**src/rtl/jogo_pkg.sv**
```systemverilog
// Shared definitions for the memory-game control unit.
//   - State codes (also shown on the debug hex display).
//   - Default switch width and timeout length.
//   - Moore output bundle and its decode from the state code.
package jogo_pkg;

  localparam logic [3:0] S_INICIAL     = 4'h0;
  localparam logic [3:0] S_PREPARA     = 4'h1;
  localparam logic [3:0] S_ESPERA      = 4'h2;
  localparam logic [3:0] S_REGISTRA    = 4'h4;
  localparam logic [3:0] S_COMPARA     = 4'h5;
  localparam logic [3:0] S_PROXIMO     = 4'h6;
  localparam logic [3:0] S_FIM_ACERTOU = 4'hA;
  localparam logic [3:0] S_FIM_TIMEOUT = 4'hD;
  localparam logic [3:0] S_FIM_ERROU   = 4'hE;

  // 5000 clocks = 100 us at 50 MHz.
  localparam int CHAVES_W_DEF = 4;
  localparam int TIMEOUT_DEF  = 5000;

  typedef enum logic [3:0] {
    ST_INICIAL     = S_INICIAL,
    ST_PREPARA     = S_PREPARA,
    ST_ESPERA      = S_ESPERA,
    ST_REGISTRA    = S_REGISTRA,
    ST_COMPARA     = S_COMPARA,
    ST_PROXIMO     = S_PROXIMO,
    ST_FIM_ACERTOU = S_FIM_ACERTOU,
    ST_FIM_TIMEOUT = S_FIM_TIMEOUT,
    ST_FIM_ERROU   = S_FIM_ERROU
  } estado_t;

  typedef struct packed {
    logic zera_contador;
    logic conta_contador;
    logic registra;
    logic pronto;
    logic acertou;
    logic errou;
    logic timeout;
  } saidas_t;

  // Moore outputs for a given state. zera_contador and conta_contador
  // belong to distinct states, so they can never be high together.
  function automatic saidas_t decodifica_saidas(input estado_t e);
    saidas_t s;
    s = '0;
    case (e)
      ST_PREPARA:     s.zera_contador  = 1'b1;
      ST_REGISTRA:    s.registra       = 1'b1;
      ST_PROXIMO:     s.conta_contador = 1'b1;
      ST_FIM_ACERTOU: begin
        s.pronto  = 1'b1;
        s.acertou = 1'b1;
      end
      ST_FIM_ERROU: begin
        s.pronto = 1'b1;
        s.errou  = 1'b1;
      end
      ST_FIM_TIMEOUT: begin
        s.pronto  = 1'b1;
        s.errou   = 1'b1;
        s.timeout = 1'b1;
      end
      default: s = '0;
    endcase
    return s;
  endfunction

endpackage

```
**src/rtl/unidade_controle_jogada_edge_detector.sv**
```systemverilog
// Rising-edge detector.
//   clock  in   system clock
//   reset  in   asynchronous, active-high; clears the history register
//   sinal  in   level to watch
//   pulso  out  high while sinal=1 and it was 0 on the previous clock
// The pulse is combinational on sinal so the caller sees it in the same
// cycle the level rises; it lasts exactly one cycle because prev_q catches
// up on the next edge. Holding sinal high never re-triggers.
module edge_detector (
  input  logic clock,
  input  logic reset,
  input  logic sinal,
  output logic pulso
);

  logic prev_q;

  always_ff @(posedge clock or posedge reset) begin
    if (reset) begin
      prev_q <= 1'b0;
    end else begin
      prev_q <= sinal;
    end
  end

  assign pulso = sinal & ~prev_q;

endmodule

```
**src/rtl/unidade_controle_jogada.sv**
```systemverilog
// Moore control unit for the memory-game datapath (address counter,
// 16x4 ROM, play comparator).
//   clock, reset     rising-edge clock, asynchronous active-high reset
//   iniciar          start/restart request (only honoured in INICIAL/FIM_*)
//   chaves           raw switches; any nonzero value is a play
//   igual            datapath: registered play == ROM[address]
//   fim_contagem     datapath: address counter at its last value
//   zera_contador    clear address counter (PREPARA)
//   conta_contador   advance address counter (PROXIMO)
//   registra         load chaves into the play register (REGISTRA)
//   pronto/acertou/errou/timeout  round result flags
//   db_jogada        debug: play-edge pulse
//   db_estado        debug: current state code
// TIMEOUT must be at least 2.
module unidade_controle_jogada
  import jogo_pkg::*;
#(
  parameter int TIMEOUT  = TIMEOUT_DEF,
  parameter int CHAVES_W = CHAVES_W_DEF
) (
  input  logic                clock,
  input  logic                reset,
  input  logic                iniciar,
  input  logic [CHAVES_W-1:0] chaves,
  input  logic                igual,
  input  logic                fim_contagem,
  output logic                zera_contador,
  output logic                conta_contador,
  output logic                registra,
  output logic                pronto,
  output logic                acertou,
  output logic                errou,
  output logic                timeout,
  output logic                db_jogada,
  output logic [3:0]          db_estado
);

  localparam int            TW   = (TIMEOUT > 1) ? $clog2(TIMEOUT) : 1;
  localparam logic [TW-1:0] TMAX = TW'(TIMEOUT - 1);

  logic          jogada_raw;
  logic          jogada_pulse;
  estado_t       estado_q, estado_d;
  saidas_t       saidas_q;
  logic [TW-1:0] tcnt_q, tcnt_d;
  logic          fim_tempo;

  assign jogada_raw = |chaves;

  edge_detector u_detector_jogada (
    .clock (clock),
    .reset (reset),
    .sinal (jogada_raw),
    .pulso (jogada_pulse)
  );

  assign fim_tempo = (tcnt_q == TMAX);

  // Idle counter: runs only while waiting for a play, holds at its terminal
  // value instead of wrapping, and restarts from 0 on every entry to ESPERA
  // because every other state clears it.
  always_comb begin
    tcnt_d = '0;
    if (estado_q == ST_ESPERA) begin
      tcnt_d = fim_tempo ? tcnt_q : tcnt_q + TW'(1);
    end
  end

  always_comb begin
    estado_d = ST_INICIAL;
    case (estado_q)
      ST_INICIAL:  estado_d = iniciar ? ST_PREPARA : ST_INICIAL;
      ST_PREPARA:  estado_d = ST_ESPERA;
      // A play seen on the terminal-count cycle takes priority over timeout.
      ST_ESPERA: begin
        if (jogada_pulse)   estado_d = ST_REGISTRA;
        else if (fim_tempo) estado_d = ST_FIM_TIMEOUT;
        else                estado_d = ST_ESPERA;
      end
      ST_REGISTRA: estado_d = ST_COMPARA;
      // igual is valid here: the play register was loaded on the last edge.
      ST_COMPARA: begin
        if (!igual)            estado_d = ST_FIM_ERROU;
        else if (fim_contagem) estado_d = ST_FIM_ACERTOU;
        else                   estado_d = ST_PROXIMO;
      end
      ST_PROXIMO:     estado_d = ST_ESPERA;
      ST_FIM_ACERTOU: estado_d = iniciar ? ST_PREPARA : ST_FIM_ACERTOU;
      ST_FIM_ERROU:   estado_d = iniciar ? ST_PREPARA : ST_FIM_ERROU;
      ST_FIM_TIMEOUT: estado_d = iniciar ? ST_PREPARA : ST_FIM_TIMEOUT;
      default:        estado_d = ST_INICIAL;
    endcase
  end

  // Outputs are registered from the decode of the next state, so they always
  // equal the decode of estado_q (pure Moore) without a combinational path.
  always_ff @(posedge clock or posedge reset) begin
    if (reset) begin
      estado_q <= ST_INICIAL;
      saidas_q <= '0;
      tcnt_q   <= '0;
    end else begin
      estado_q <= estado_d;
      saidas_q <= decodifica_saidas(estado_d);
      tcnt_q   <= tcnt_d;
    end
  end

  assign zera_contador  = saidas_q.zera_contador;
  assign conta_contador = saidas_q.conta_contador;
  assign registra       = saidas_q.registra;
  assign pronto         = saidas_q.pronto;
  assign acertou        = saidas_q.acertou;
  assign errou          = saidas_q.errou;
  assign timeout        = saidas_q.timeout;
  assign db_estado      = estado_q;

  // Masked during reset so every output reads 0 while reset is held, even
  // if the switches are already nonzero.
  assign db_jogada = jogada_pulse & ~reset;

endmodule
```
**config.mk**
```make
export PLATFORM = sky130hd
export DESIGN_NAME = unidade_controle_jogada
export DESIGN_NICKNAME = d
export VERILOG_FILES = /design/src/rtl/jogo_pkg.sv /design/src/rtl/unidade_controle_jogada_edge_detector.sv /design/src/rtl/unidade_controle_jogada.sv
export SDC_FILE = /design/constraint.sdc
export NUM_CORES = 1
export LEC_CHECK = 0
export CAP_MARGIN = 30
export CORE_MARGIN = 10
export CORE_UTILIZATION = 40
export DETAILED_ROUTE_END_ITERATION = 10
export SYNTH_ARGS = -nofsm -noshare
export SYNTH_HDL_FRONTEND = slang
export SYNTH_SLANG_ARGS = --single-unit
```
**constraint.sdc**
```tcl
create_clock -name clock -period 2.5 [get_ports clock]
set_input_delay 0.25 -clock clock [delete_from_list [all_inputs] [get_ports clock]]
set_output_delay 0.25 -clock clock [all_outputs]
set_load 0.02 [all_outputs]
```
## Yosys cells after proc, flatten, opt, wreduce, memory -nomap -nowiden

Index checks and enable logic that the tools add are counted.

| word-level totals | value |
|---|---|
| bits in registers | 25 |
| bits of input ports | 9 |

| operators by class | value |
|---|---|
| bitwise gates (word level) | 4 |
| add/sub/neg operators | 1 |
| reductions and logical operators | 5 |
| mux-type cells | 18 |
| equal/unequal tests | 16 |

Operators by type and width:

| operator | count |
|---|---|
| $pmux W4 S8 | 1 |
| $mux W4 | 7 |
| $mux W13 | 2 |
| $eq A4 B4 Y1 const B | 6 |
| $eq A4 B3 Y1 const B | 5 |
| $add A13 B1 Y13 const B | 1 |
| $eq A13 B13 Y1 const B | 1 |
| $eq A4 B1 Y1 const B | 2 |
| $mux W1 | 8 |
| $eq A4 B2 Y1 const B | 1 |
| $logic_not A4 Y1 | 1 |
| $reduce_or A2 Y1 | 2 |
| $reduce_or A4 Y1 | 1 |
| $reduce_or A3 Y1 | 1 |
| $and A1 B1 Y1 | 2 |
| $ne A2 B2 Y1 const B | 1 |
| $not A1 Y1 | 2 |

## Logic depth before layout (Yosys ltp)

| logic depth | value |
|---|---|
| depth in word-level cells | 7 |
| depth in mapped cells | 5 |

## Modules after synthesis

From an unflattened synthesis, not the netlist that was laid out.

| second synthesis, totals | value |
|---|---|
| cells, all modules | 124 |
| area, all modules | 1234.9 sq um |

By module, submodules not included:

| module | area an instance (sq um) | cells an instance | times used |
|---|---|---|---|
| unidade_controle_jogada | 1192.4 | 121 | 1 |
| edge_detector | 42.5 | 3 | 1 |

## Worst setup path before layout

OpenSTA, ideal clock, no wires.

| timing path | value |
|---|---|
| kind | register -> register |
| start | reg tcnt_q[6] |
| end | reg saidas_q, in the netlist zera_contador |
| stages on the path, launching flop included | 5 |
| data arrival time | 1.626 ns |
| data required time | 2.380 ns |
| setup time | 0.120 ns |
| period minus slack after synthesis | 1.745 ns |
| slack | 0.755 ns |
| cells stage by stage | dfrtp_1 -> or4b_4 -> nor4_4 -> o21ai_2 -> and3_1 |

| between the ends | value |
|---|---|
| cells in the longest elaborated chain, start to end | 6 |

Ends and longest elaborated chain:

| what | RTL line | source |
|---|---|---|
| from (decl) | unidade_controle_jogada.sv:45 | `logic [TW-1:0] tcnt_q, tcnt_d;` |
| from (signal assigned) | unidade_controle_jogada.sv:105 | `tcnt_q <= tcnt_d;` |
| $eq A13 B13 Y1 | unidade_controle_jogada.sv:57 | `assign fim_tempo = (tcnt_q == TMAX);` |
| $mux W4 | unidade_controle_jogada.sv:77 | `else if (fim_tempo) estado_d = ST_FIM_TIMEOUT;` |
| $mux W4 | unidade_controle_jogada.sv:76 | `if (jogada_pulse) estado_d = ST_REGISTRA;` |
| $pmux W4 S8 | unidade_controle_jogada.sv:71 | `case (estado_q)` |
| $eq A4 B1 Y1 | jogo_pkg.sv:48 | `case (e)` |
| $mux W1 | jogo_pkg.sv:48 |  |
| to (signal assigned) | unidade_controle_jogada.sv:104 | `saidas_q <= decodifica_saidas(estado_d);` |
| to (decl) | unidade_controle_jogada.sv:44 | `saidas_t saidas_q;` |

No other way between the ends.
A chain may end at the register's enable or synchronous reset.

## Worst setup path after layout

| timing path | value |
|---|---|
| start | in chaves[1] |
| end | out db_jogada |

| between the ends | value |
|---|---|
| cells in the longest elaborated chain, start to end | 3 |

Ends and longest elaborated chain:

| what | RTL line | source |
|---|---|---|
| from (decl) | unidade_controle_jogada.sv:24 | `input logic [CHAVES_W-1:0] chaves,` |
| $reduce_or A4 Y1 | unidade_controle_jogada.sv:48 | `assign jogada_raw = \|chaves;` |
| $and A1 B1 Y1 | unidade_controle_jogada_edge_detector.sv:26 | `assign pulso = sinal & ~prev_q;` |
| $and A1 B1 Y1 | unidade_controle_jogada.sv:120 | `assign db_jogada = jogada_pulse & ~reset;` |
| to (decl) | unidade_controle_jogada.sv:34 | `output logic db_jogada,` |

No other way between the ends.

==> summary.txt <==
Run status
  • Status: finished, final reports clean

Critical path
  • Critical Path Fanout Max: 4
  • Crit path DAT: 1.88 ns
  • Reg2reg path depth: 4
  • Startpoint types: primary input
  • Cell mode on critical path: clkdlybuf4s50_1
  • RR Endpoint: zera_contador
  • Slowest library cell on the worst path: clkdlybuf4s50_1
  • Crit path buf inv count: 2
  • RR Startpoint: tcnt_q[6]
  • CP endpoint kind: output pin
  • Largest stage delay, worst path: 0.54 ns
  • WS Path Type: primary input to output pin
  • R2R setup slack: 0.55 ns
  • CP Cell Sequence: clkdlybuf4s50_1, nor4_1, or2_2, nor2_1, clkdlybuf4s50_1
  • Crit-path leading delay family: buffers and inverters
  • CP required: approximately 2.3 ns

Floorplan
  • Rows: 20
  • Die width: approximately 76 um
  • Die area: 5770 um^2
  • Starting Density: 41.3%
  • Die span in y: 75.9 um
  • Top-Level Pins: 21
  • Core Area: 3030 um^2

Timing
  • Relative slew slack: a little under two thirds
  • RSZ-0062 raised after global routing: false
  • Fmax: between 0.4 and 0.5 GHz
  • Final Max Slew Viols: 0
  • Min Clock Period, post-route: 2.13 ns
  • Endpoints failing hold: 0
  • Setup TNS: 0 ns
  • Clock Skews: 0.00599 ns
  • Worst-Margin Slew: 0.540 ns
  • Post-route clock period utilization: 85.2%
  • Setup-failing EPs final: 0

Power and ir drop
  • Pleak: 0.634 nW
  • Int Pwr: 0.649 mW
  • Sequential power share: about half
  • Psw: between 0.3 and 0.4 mW
  • Clk pwr share: between 10% and 20%
  • Worst VDD drop: 0.268 mV
  • Switching Share: 35.4%
  • Power density over cell area: 657 nW/um^2
  • Logic pwr share: around 32%

Min path
  • Tightest Hold Check Type: primary input to async pin

Finish
  • Diode count: 0
  • Most common cell after layout, fill and taps aside: dfrtp_1
  • # nets final: 163
  • Area Growth Syn to Fin: 22.3%
  • Layout cells sized above 1: slightly below 8%
  • Final core utilization: 50.5%
  • Most frequent cells in the layout: dfrtp_1 (25), clkdlybuf4s50_1 (20), nor2_1 (17), nand2_1 (9), a21oi_1 (7)

Synthesis
  • Seq/Total Area, Yosys: around half
  • Post-Synthesis Cells: 130
  • Post-Synth XOR/XNOR Area: 4.90%
  • Post-Synth Adder-Cell Area: 1.00%
  • Compound-gate portion of the synthesized area: 11.5%
  • Post-Synth Simple-Gate Area: 28.2%
  • Post-synthesis mux area share: approximately 1.7%
  • Largest family of logic cells by synthesized area: simple AND/OR/NAND/NOR gates
  • Synth top area share: 50.0%
  • Avg Cell Area, Syn: approximately 9.6 um^2
  • Syn. warnings: 0
  • Synth top area cells: dfrtp_1 (50%), nor2_1 (5.1%), xnor2_1 (4.2%)
  • #FFs+latches synth: 25
  • Yosys top cell by area: dfrtp_1
  • Post-Syn Area: 1250 um^2
  • Synth cell types: 38
  • Synth Net Count: 140

Clocking
  • Worst skew pair latency: 0.31 ns
  • Clk sink count: 25
  • Clock Tree Root: clkbuf_4
  • Number of CTS-inserted buffers: 3
  • Resize count post-CTS: 0
  • Setup bufs post-CTS: 0
  • Clock transition at path regs: around 0.14 ns
  • H-tree depth: 1
  • CTS Buffer Depth: 2
  • Hold-fix buffers at CTS: 0
  • TritonCTS clock tree: built

Route
  • 1st-iter DRT viols: 58
  • Drt first pass iters: 4
  • DRC viols: 0
  • Wire per inst: ~14 um
  • Vias: approximately 1000
  • WL final: 2680 um
  • Post-route ant nets: 0
  • DR vias/cell: 5.21

GRT
  • First-pass GRT wire length: 4450 um
  • GRT Overall Usage: 9.02%
  • Number of global-route vias before repair: a little over 900
  • Largest net degree at the start of global routing: 26
  • Grt ovf: 0
  • Initial antenna violation count: 0

Place
  • Post-DP HPWL: ~2100 um
  • I/O Buffers: 20
  • Routability-driven placement congestion ratio: 0.825

Job
  • Max_cap viols: 0
power by group through the flow:
| stage | Combinational [mW] | Sequential [mW] | Clock (mW) |
|---|---|---|---|
| detailed placement | 0.325 | 0.510 | 0 |
| global placement | 0.318 | 0.508 | 0 |
| CTS | 0.326 | 0.502 | 0.188 |
| finish | 0.322 | 0.502 | 0.181 |
| floorplan | 0.177 | 0.535 | 0 |
| global route | 0.350 | 0.511 | 0.206 |
metal layers:
metal	vias up	wire, um	global-route usage, %
met5	-	0	0
met4	0	19	3.41
met1	489	1340	12.3
li1	509	-	-
met2	22	1150	12.8
met3	2	165	2.83
through the flow:
step / instances / setup WS (ns) / cell area (um^2) / power (mW) / hold WS, ns
2_1_floorplan: 130 / 0.755 / 1250 / 0.712 / 0.277
3_3_place_gp: 192 / 0.433 / 1500 / 0.826 / 0.530
3_5_place_dp: 192 / 0.378 / 1500 / 0.835 / 0.526
4_1_cts: 196 / 0.369 / 1530 / 1.02 / 0.306
5_1_grt: 196 / 0.285 / 1530 / 1.07 / 0.326
6_report: 196 / 0.370 / 1530 / 1.01 / 0.291
Yosys cell counts, drive strengths merged:
library cell   n
a21o           1
a21oi          7
a2bb2oi        1
and2           1
and3           1
clkbuf         3
dfrtp         25
ha             1
inv            6
mux2           1
mux2i          1
nand2          9
nand2b         5
nand3          5
nand3b         2
nand4          2
nor2          17
nor3           6
nor3b          1
nor4           4
nor4b          1
nor4bb         1
o211a          1
o21a           1
o21ai          7
o21bai         1
o22a           1
o22ai          2
o31ai          1
or2            2
or3            4
or4b           2
xnor2          6
xor2           1
logic make-up (layout without fill, tap and decap cells):
family          after synthesis  in the layout
compound gates               23             23
xor+xnor                      7              7
fa+ha+maj                     1              1
buf+inv                       9             31
flops                        25             25
mux                           2              2
simple gates                 63             63
state kept, by name, indices dropped and copies added (netlist names):
name / cells
conta_contador: 1
u_detector_jogada.prev_q: 1
errou: 1
tcnt_q: 13
registra: 1
acertou: 1
db_estado: 4
timeout: 1
zera_contador: 1
pronto: 1
worst max path at each step:
stage              start  depth (start not counted)             to  slack, ns
3_5_place_dp   chaves[0]                          5      db_jogada       0.38
4_1_cts        chaves[0]                          5      db_jogada       0.37
3_3_place_gp   chaves[1]                          5      db_jogada       0.43
6_report       chaves[1]                          5      db_jogada       0.37
2_1_floorplan  tcnt_q[6]                          4  zera_contador       0.75
5_1_grt        chaves[1]                          5      db_jogada       0.29
tightest hold or removal path, stage by stage:
cell and delay, ns:
clkdlybuf4s50_1 0.42, inv_1 0.06, buf_4 0.30
layout make-up:
class,count,area (um^2)
fill,284,1500
sequential,25,626
multi-input combinational,96,592
timing repair buffer,21,208
tap,44,55.1
clock buffer,3,22.5
inverter,6,22.5
clock inverter,1,5.00
Power figures use the tool's default switching activity.
